[config.mk]
export PLATFORM = sky130hd
export DESIGN_NAME = booth4_pp_gen_seq
export DESIGN_NICKNAME = d
export VERILOG_FILES = /design/src/rtl/booth4_pp_gen_seq.sv
export SDC_FILE = /design/constraint.sdc
export NUM_CORES = 1
export LEC_CHECK = 0
export CAP_MARGIN = 20
export CORE_AREA = 2 2 174 176
export CTS_CLUSTER_DIAMETER = 50
export DETAILED_ROUTE_END_ITERATION = 16
export DIE_AREA = 0 0 176 178
export GPL_ROUTABILITY_DRIVEN = 1
export PLACE_DENSITY = 0.87
export SYNTH_ARGS = -nofsm -noshare
export SYNTH_HDL_FRONTEND = slang
export SYNTH_SLANG_ARGS = --single-unit
[constraint.sdc]
create_clock -name clk -period 6.9 [get_ports clk]
set_clock_uncertainty 0.1 [all_clocks]
set_input_delay 2.07 -clock clk [delete_from_list [all_inputs] [get_ports clk]]
set_output_delay 2.07 -clock clk [all_outputs]
set_load 0.1 [all_outputs]
[src/rtl/booth4_pp_gen_seq.sv]
// ---------------------------------------------------------------------------
// booth4_pp_gen_seq
//
// Sequential radix-4 modified-Booth encoder and partial-product generator.
// Accepts one signed operand pair (in_a = multiplicand, in_b = multiplier),
// recodes the multiplier into WIDTH/2 Booth digits and streams one PPW-bit
// two's-complement partial product per handshake. Modulo 2^PPW, the sum of
// all emitted partial products equals signed in_a * in_b.
//
// Optional build macro:
//   BOOTH_ZERO_SKIP_EN  - when defined, zero digits are not emitted. pp_idx
//                         still carries the true digit index, and pp_last
//                         marks the highest nonzero digit. An all-zero
//                         multiplier yields a single zero PP at index 0.
//
// Ports:
//   clk, rst_n   clock (rising edge) and asynchronous active-low reset
//   in_valid     operand pair valid
//   in_ready     block can accept operands (combinational from pp_ready)
//   in_a, in_b   signed multiplicand / multiplier, WIDTH bits
//   pp_valid     pp_data/pp_idx/pp_digit/pp_last valid
//   pp_ready     downstream accepts the current PP
//   pp_data      partial product, sign-extended, pre-shifted by 2*pp_idx
//   pp_idx       digit index of the current PP
//   pp_digit     Booth digit, 3-bit two's complement, -2..+2
//   pp_last      current PP is the final one of the operation
//   busy         operation in progress
// ---------------------------------------------------------------------------
module booth4_pp_gen_seq #(
  parameter int WIDTH = 64,
  parameter int PPW   = 2 * WIDTH
) (
  input  logic                           clk,
  input  logic                           rst_n,
  input  logic                           in_valid,
  output logic                           in_ready,
  input  logic [WIDTH-1:0]               in_a,
  input  logic [WIDTH-1:0]               in_b,
  output logic                           pp_valid,
  input  logic                           pp_ready,
  output logic [PPW-1:0]                 pp_data,
  output logic [$clog2(WIDTH/2)-1:0]     pp_idx,
  output logic [2:0]                     pp_digit,
  output logic                           pp_last,
  output logic                           busy
);

  localparam int NPP  = WIDTH / 2;
  localparam int IDXW = $clog2(NPP);

  typedef enum logic {
    S_IDLE = 1'b0,
    S_GEN  = 1'b1
  } state_t;

  // Booth recoding of one triplet {b[2i+1], b[2i], b[2i-1]} into a 3-bit
  // two's-complement digit.
  function automatic logic [2:0] recode(input logic [2:0] trip);
    logic [2:0] d;
    case (trip)
      3'b001, 3'b010: d = 3'b001;  // +1
      3'b011:         d = 3'b010;  // +2
      3'b100:         d = 3'b110;  // -2
      3'b101, 3'b110: d = 3'b111;  // -1
      default:        d = 3'b000;  // 000, 111
    endcase
    return d;
  endfunction

`ifdef BOOTH_ZERO_SKIP_EN
  // One bit per digit: set when that digit of b is nonzero.
  function automatic logic [NPP-1:0] nz_mask(input logic [WIDTH-1:0] b);
    logic [WIDTH:0]  be;
    logic [NPP-1:0]  m;
    be = {b, 1'b0};
    for (int i = 0; i < NPP; i++) begin
      m[i] = (be[2*i +: 3] != 3'b000) && (be[2*i +: 3] != 3'b111);
    end
    return m;
  endfunction
`endif

  state_t              r_state;
  state_t              w_state_nxt;
  logic [WIDTH-1:0]    r_a;
  logic [WIDTH-1:0]    r_b;
  logic [IDXW-1:0]     r_idx;

  logic [WIDTH:0]      w_bext;
  logic [IDXW:0]       w_shamt;
  logic [2:0]          w_digit;
  logic [PPW-1:0]      w_a_ext;
  logic [PPW-1:0]      w_mag;
  logic [PPW-1:0]      w_pp;
  logic [IDXW-1:0]     w_next_idx;
  logic [IDXW-1:0]     w_first_idx;
  logic                w_last;
  logic                w_accept;
  logic                w_hs;

  // ---------------------------------------------------------------------
  // Datapath: recode the digit selected by r_idx and form its PP.
  // ---------------------------------------------------------------------
  assign w_bext  = {r_b, 1'b0};            // b[-1] = 0
  assign w_shamt = {r_idx, 1'b0};          // 2*idx
  assign w_digit = recode(w_bext[w_shamt +: 3]);
  assign w_a_ext = {{(PPW-WIDTH){r_a[WIDTH-1]}}, r_a};

  // Multiples are formed at PPW width, so -2A cannot overflow even for
  // the most negative multiplicand.
  always_comb begin
    case (w_digit)
      3'b001:  w_mag = w_a_ext;
      3'b010:  w_mag = w_a_ext << 1;
      3'b111:  w_mag = -w_a_ext;
      3'b110:  w_mag = -(w_a_ext << 1);
      default: w_mag = '0;
    endcase
  end

  assign w_pp = w_mag << w_shamt;

  // ---------------------------------------------------------------------
  // Digit sequencing. In zero-skip mode the next/first indices come from
  // a combinational priority search, so no bubble is inserted between PPs.
  // ---------------------------------------------------------------------
`ifdef BOOTH_ZERO_SKIP_EN
  logic [NPP-1:0] w_nz_cur;
  logic [NPP-1:0] w_nz_in;
  logic           w_has_next;

  assign w_nz_cur = nz_mask(r_b);
  assign w_nz_in  = nz_mask(in_b);

  always_comb begin
    w_next_idx  = '0;
    w_has_next  = 1'b0;
    w_first_idx = '0;
    // Scan downwards so the lowest qualifying index wins.
    for (int i = NPP - 1; i >= 0; i--) begin
      if (w_nz_cur[i] && (i > int'(r_idx))) begin
        w_next_idx = IDXW'(i);
        w_has_next = 1'b1;
      end
      if (w_nz_in[i]) begin
        w_first_idx = IDXW'(i);
      end
    end
  end

  // With no nonzero digit left above idx the current PP is the last one;
  // this also covers the all-zero multiplier (single PP at idx 0).
  assign w_last = !w_has_next;
`else
  assign w_next_idx  = r_idx + 1'b1;
  assign w_first_idx = '0;
  assign w_last      = (r_idx == IDXW'(NPP - 1));
`endif

  // ---------------------------------------------------------------------
  // FSM: state register
  // ---------------------------------------------------------------------
  // NOTE: sequential state is written with non-blocking assignments so every
  // flop samples the pre-edge values regardless of statement order.
  always_ff @(posedge clk or negedge rst_n) begin
    if (!rst_n) begin
      r_state <= S_IDLE;
    end else begin
      r_state <= w_state_nxt;
    end
  end

  // ---------------------------------------------------------------------
  // FSM: next state and outputs
  // ---------------------------------------------------------------------
  // NOTE: every signal written here gets a default first; a path that left
  // one unassigned would infer a latch.
  always_comb begin
    w_state_nxt = r_state;
    pp_valid    = 1'b0;
    pp_last     = 1'b0;
    pp_data     = '0;
    pp_idx      = '0;
    pp_digit    = '0;
    busy        = 1'b0;
    in_ready    = 1'b0;
    w_accept    = 1'b0;
    w_hs        = 1'b0;

    if (r_state == S_GEN) begin
      pp_valid = 1'b1;
      busy     = 1'b1;
      pp_last  = w_last;
      pp_data  = w_pp;
      pp_idx   = r_idx;
      pp_digit = w_digit;
    end

    w_hs     = pp_valid && pp_ready;
    // Accepting during the final handshake chains operations with no bubble.
    in_ready = (r_state == S_IDLE) || (w_hs && pp_last);
    w_accept = in_valid && in_ready;

    case (r_state)
      S_IDLE:  if (w_accept) w_state_nxt = S_GEN;
      S_GEN:   if (w_hs && w_last && !w_accept) w_state_nxt = S_IDLE;
      default: w_state_nxt = S_IDLE;
    endcase
  end

  // ---------------------------------------------------------------------
  // Operand capture and digit index
  // ---------------------------------------------------------------------
  always_ff @(posedge clk or negedge rst_n) begin
    if (!rst_n) begin
      r_a   <= '0;
      r_b   <= '0;
      r_idx <= '0;
    end else if (w_accept) begin
      r_a   <= in_a;
      r_b   <= in_b;
      r_idx <= w_first_idx;
    end else if (w_hs && !w_last) begin
      r_idx <= w_next_idx;
    end
  end

endmodule
==> metrics, run 1 <==
status did not finish; Failed at global routing; first error [ERROR GRT-0232] Routing congestion too high. Check the congestion heatmap in the GUI.; number of register bits inferred by synthesis approximately 130; HPWL after DPL 53000 um; Synth area leader dfrtp_1; synth cell count leaders nor2_1, nand2_1, mux2_2; Ports between 200 and 300; worst endpoint kind after the last repair output port; most common flop cell mapped by yosys dfrtp_1; Netlist cell types 104; CTS sink cnt 134; hold_buf cts 0; Post-synth EDFFs 0; Yosys top cell area share 21.1%; worst setup endpoint GRT pp_data[84]; All-Layer GR Usage a little under three quarters; H-tree lvl count 4; Cell Rows 63; largest net degree at the start of global routing 93; total CTS buffers 17; dpl cells 2586; die height 178 um; count leader, synth nor2_1; Starting Density 54.1%; clk root buf clkbuf_16; Net Count, Synth 2129; Yosys Warn Count 0; netlist area before placement 15900 um^2; top post-synthesis cells by area dfrtp_1, mux2_2, mux2i_1; initial antenna violation count 18; Async S/R FF share, synth 100%; overflow left after global routing 9; cell count after synthesis 1993; GPL Wtd Cong 1.21; Mean Syn Cell Area approximately 8.0 um^2; port bufs 271; width of the die 176 um; sequential share of the synthesized area a little over a fifth; CTS Buffer Depth 2
-- metrics by stage --
stage,instance area [um^2],setup WS (ns)
after floorplan,16100,-0.797
after detailed placement,20800,0.0954
after CTS,22000,-0.0402
after global placement,20800,0.163
-- metal layers --
metal  GRT usage (%)  GRT overflow
met1            70.6             1
met2            84.8             3
met3            60.7             0
met4            66.3             5
met5            41.7             0
-- repair_timing --
item	CTS
hold endpoints to repair	0
pin swaps	15
buffers inserted	22
cloned	5
gates resized for setup	79
endpoints found under the setup margin	104
-- kinds of logic after synthesis --
logic type	Yosys count	share of synthesized area [%]
buffers and inverters	222	6.42
DFF	134	21.1
AOI/OAI and AO/OA	632	28.3
xor gates and xnor gates	60	3.47
muxes	274	19.6
and+or+nand+nor	667	20.8
adders and majority gates	4	0.315
==> run 2, diff against run 1 <==
--- a/config.mk
+++ b/config.mk
@@ -6,12 +6,11 @@
 export NUM_CORES = 1
 export LEC_CHECK = 0
 export CAP_MARGIN = 20
-export CORE_AREA = 2 2 174 176
-export CTS_CLUSTER_DIAMETER = 50
+export CORE_AREA = 2 2 203 205
 export DETAILED_ROUTE_END_ITERATION = 16
-export DIE_AREA = 0 0 176 178
+export DIE_AREA = 0 0 205 207
 export GPL_ROUTABILITY_DRIVEN = 1
-export PLACE_DENSITY = 0.87
+export PLACE_DENSITY_LB_ADDON = 0.15
 export SYNTH_ARGS = -nofsm -noshare
 export SYNTH_HDL_FRONTEND = slang
 export SYNTH_SLANG_ARGS = --single-unit
==> run 2 against run 1 <==
Effect of this change: the flow now finishes, with violations (negative setup slack); synthesized cell count unchanged; area after synthesis is the same.
==> metrics, run 2 <==
largest net degree at the start of global routing 84; CP Launch Type register; initial antenna violation count 1; TritonCTS clock tree built; worst slew pin tran 1.08 ns; CTS Buffer Depth 2 (unchanged); Syn-to-layout area delta 61.9%; die height 207 um (+16%); Layout Cells excl Fill between 3000 and 4000; dpl cells 2905 (+12%); Worst-path clk slew about 0.07 ns; status finished, violations left; Final Max Slew Viols 0; top post-synthesis cells by area dfrtp_1, mux2_2, mux2i_1; Mean Syn Cell Area 7.98 um^2 (unchanged); violated checks negative setup slack; sequential share of the synthesized area 21.1% (unchanged); HPWL after DPL 64100 um (+21%); Hold Crit Class register to register; die area 42400 um^2; H-tree lvl count 4 (unchanged); Final Hold Viols 0; most common flop cell mapped by yosys dfrtp_1; multi-input logic area 13400 um^2; # diodes 0; Clk Latency, worst-skew pair between 0.4 and 0.5 ns; core occupancy in the finished layout between 60% and 70%; Worst EP arrival 4.83 ns; most common cell after layout, fill and taps aside buf_4; CP Class register to output pin; cell count after synthesis 1993 (unchanged); number of register bits inferred by synthesis 134 (unchanged); count leader, synth nor2_1; CP max FO 8; largest registers r_a x64, r_b x64, r_idx x5; DR WL met2 39500 um; GPL Wtd Cong 0.992 (-18%); overflow left after global routing 0; DR WL/cell 28.2 um; count of final setup violators 29; met3 WL post-DR 8420 um; DRT iter0 DRCs 2356; Critical Path End Type output pin; Final min period 7.00 ns; first-pass GRT wire length 126000 um; Routed Antenna Nets 0; relative slew slack between 20 and 30%; Async S/R FF share, synth 100% (unchanged); vias in the first global route ~20000; clk root buf clkbuf_16; period utilisation layout 101%; width of the die 205 um (+16%); netlist area before placement 15900 um^2 (unchanged); Yosys top cell area share 21.1% (unchanged); detailed-routing wirelength on met1 33400 um; FF/Latch Area between 3000 and 4000 um^2; Net Count, Synth 2129 (unchanged); Ports 272 (unchanged); # fillers 3457; Synth area leader dfrtp_1; setup TNS -1.15 ns; CTS sink cnt 134 (unchanged); hold_buf cts 0 (unchanged); synth cell count leaders nor2_1, nand2_1, mux2_2; Yosys Warn Count 0 (unchanged); port bufs 271 (unchanged); max frequency between 100 and 150 MHz; total CTS buffers 17 (unchanged); drt first pass iters 8; final net count 2629; All-Layer GR Usage 39.3%; Avg Vias per Cell 6.61; maxcap violations 0; top sig layer met4; final setup margin -0.0958 ns; Post-synth EDFFs 0 (unchanged); Cell Rows 74 (+17%); Post-Route WL 85600 um; Starting Density 39.4% (-15 points); routed via count 20075; # DRC 0; share of cells above drive strength 1 43.7%; critical path required time 4.73 ns; RSZ-0062 raised after global routing true; Netlist cell types 104 (unchanged); Core Region slightly above 40000 um^2; most frequent cells in the layout buf_4, nor2_1, nand2_1, buf_12, mux2_2
run 2: cell counts after synthesis:
Identical to the previous run, type by type.
run 2: layout make-up:
class / count / share of cell area, %
repair buffers: 681 / 29.8
multi-input cells: 1640 / 52.1
clock inverters: 15 / 0.520
well taps: 532 / 2.58
inverters: 19 / 0.277
flip-flops and latches: 134 / 13.1
clock buffers: 17 / 1.65
run 2: critical path, stage by stage, from the launching register on:
cell	delay (ns)
dfrtp_4	0.51
mux4_2	0.55
mux2i_4	0.19
o32a_1	0.20
and3_4	0.25
buf_12	0.17
buf_12	0.15
nor2_8	0.06
buf_4	0.14
a221o_1	0.37
and2_1	0.15
mux4_2	0.52
a221o_2	0.46
a221o_1	0.38
buf_12	0.19
run 2: kinds of logic (layout without fill, tap and decap cells):
group                    after synthesis  in the layout  share of synthesized area (%)
AO/OA/AOI/OAI                        632            632                           28.3
XOR/XNOR                              60             61                           3.47
adder cells (fa/ha/maj)                4              4                          0.315
buffers and inverters                222            732                           6.42
flip-flops                           134            134                           21.1
multiplexers                         274            274                           19.6
AND/OR/NAND/NOR                      667            669                           20.8
run 2: what timing repair did:
item	CTS	global route
resized for setup	164	243
gates cloned	8	3
pin swaps	35	78
buffers inserted	54	36
endpoints found under the setup margin	112	107
run 2: path summary, 6_finish.rpt:
path	end	start	cells past startpoint	slack (ns)
hold reg to reg	r_b[14]$_DFFE_PN0P_	r_b[14]$_DFFE_PN0P_	1	0.41
min in group asynchronous	r_a[59]$_DFFE_PN0P_	rst_n	1	1.51
max in group asynchronous	r_a[33]$_DFFE_PN0P_	rst_n	2	4.02
setup reg to reg	r_a[13]$_DFFE_PN0P_	r_idx[3]$_DFFE_PN0P_	10	3.14
hold / removal	r_b[14]$_DFFE_PN0P_	r_b[14]$_DFFE_PN0P_	1	0.41
setup / recovery	pp_data[84]	r_idx[1]$_DFFE_PN0P_	14	-0.1
run 2: stage by stage:
step | cell area, um^2 | hold slack, ns | setup WS (ns)
2_1_floorplan | 16100 | 0.375 | -0.797
5_1_grt | 25800 | 0.424 | -0.215
4_1_cts | 24300 | 0.410 | -0.0809
3_5_place_dp | 22400 | 0.396 | -0.0218
3_3_place_gp | 22400 | 0.389 | -0.000659
6_report | 25800 | 0.409 | -0.0958
run 2: metal layers:
layer / up-vias / GRT usage (%)
met5: - / 0
met3: 268 / 7.13
met2: 1293 / 62.5
met1: 9855 / 51.9
met4: 0 / 17.5
li1: 8659 / -
Power of run 2 is not shown: default switching activity piles up to over one toggle a cycle in this logic, so the estimate is an artifact.
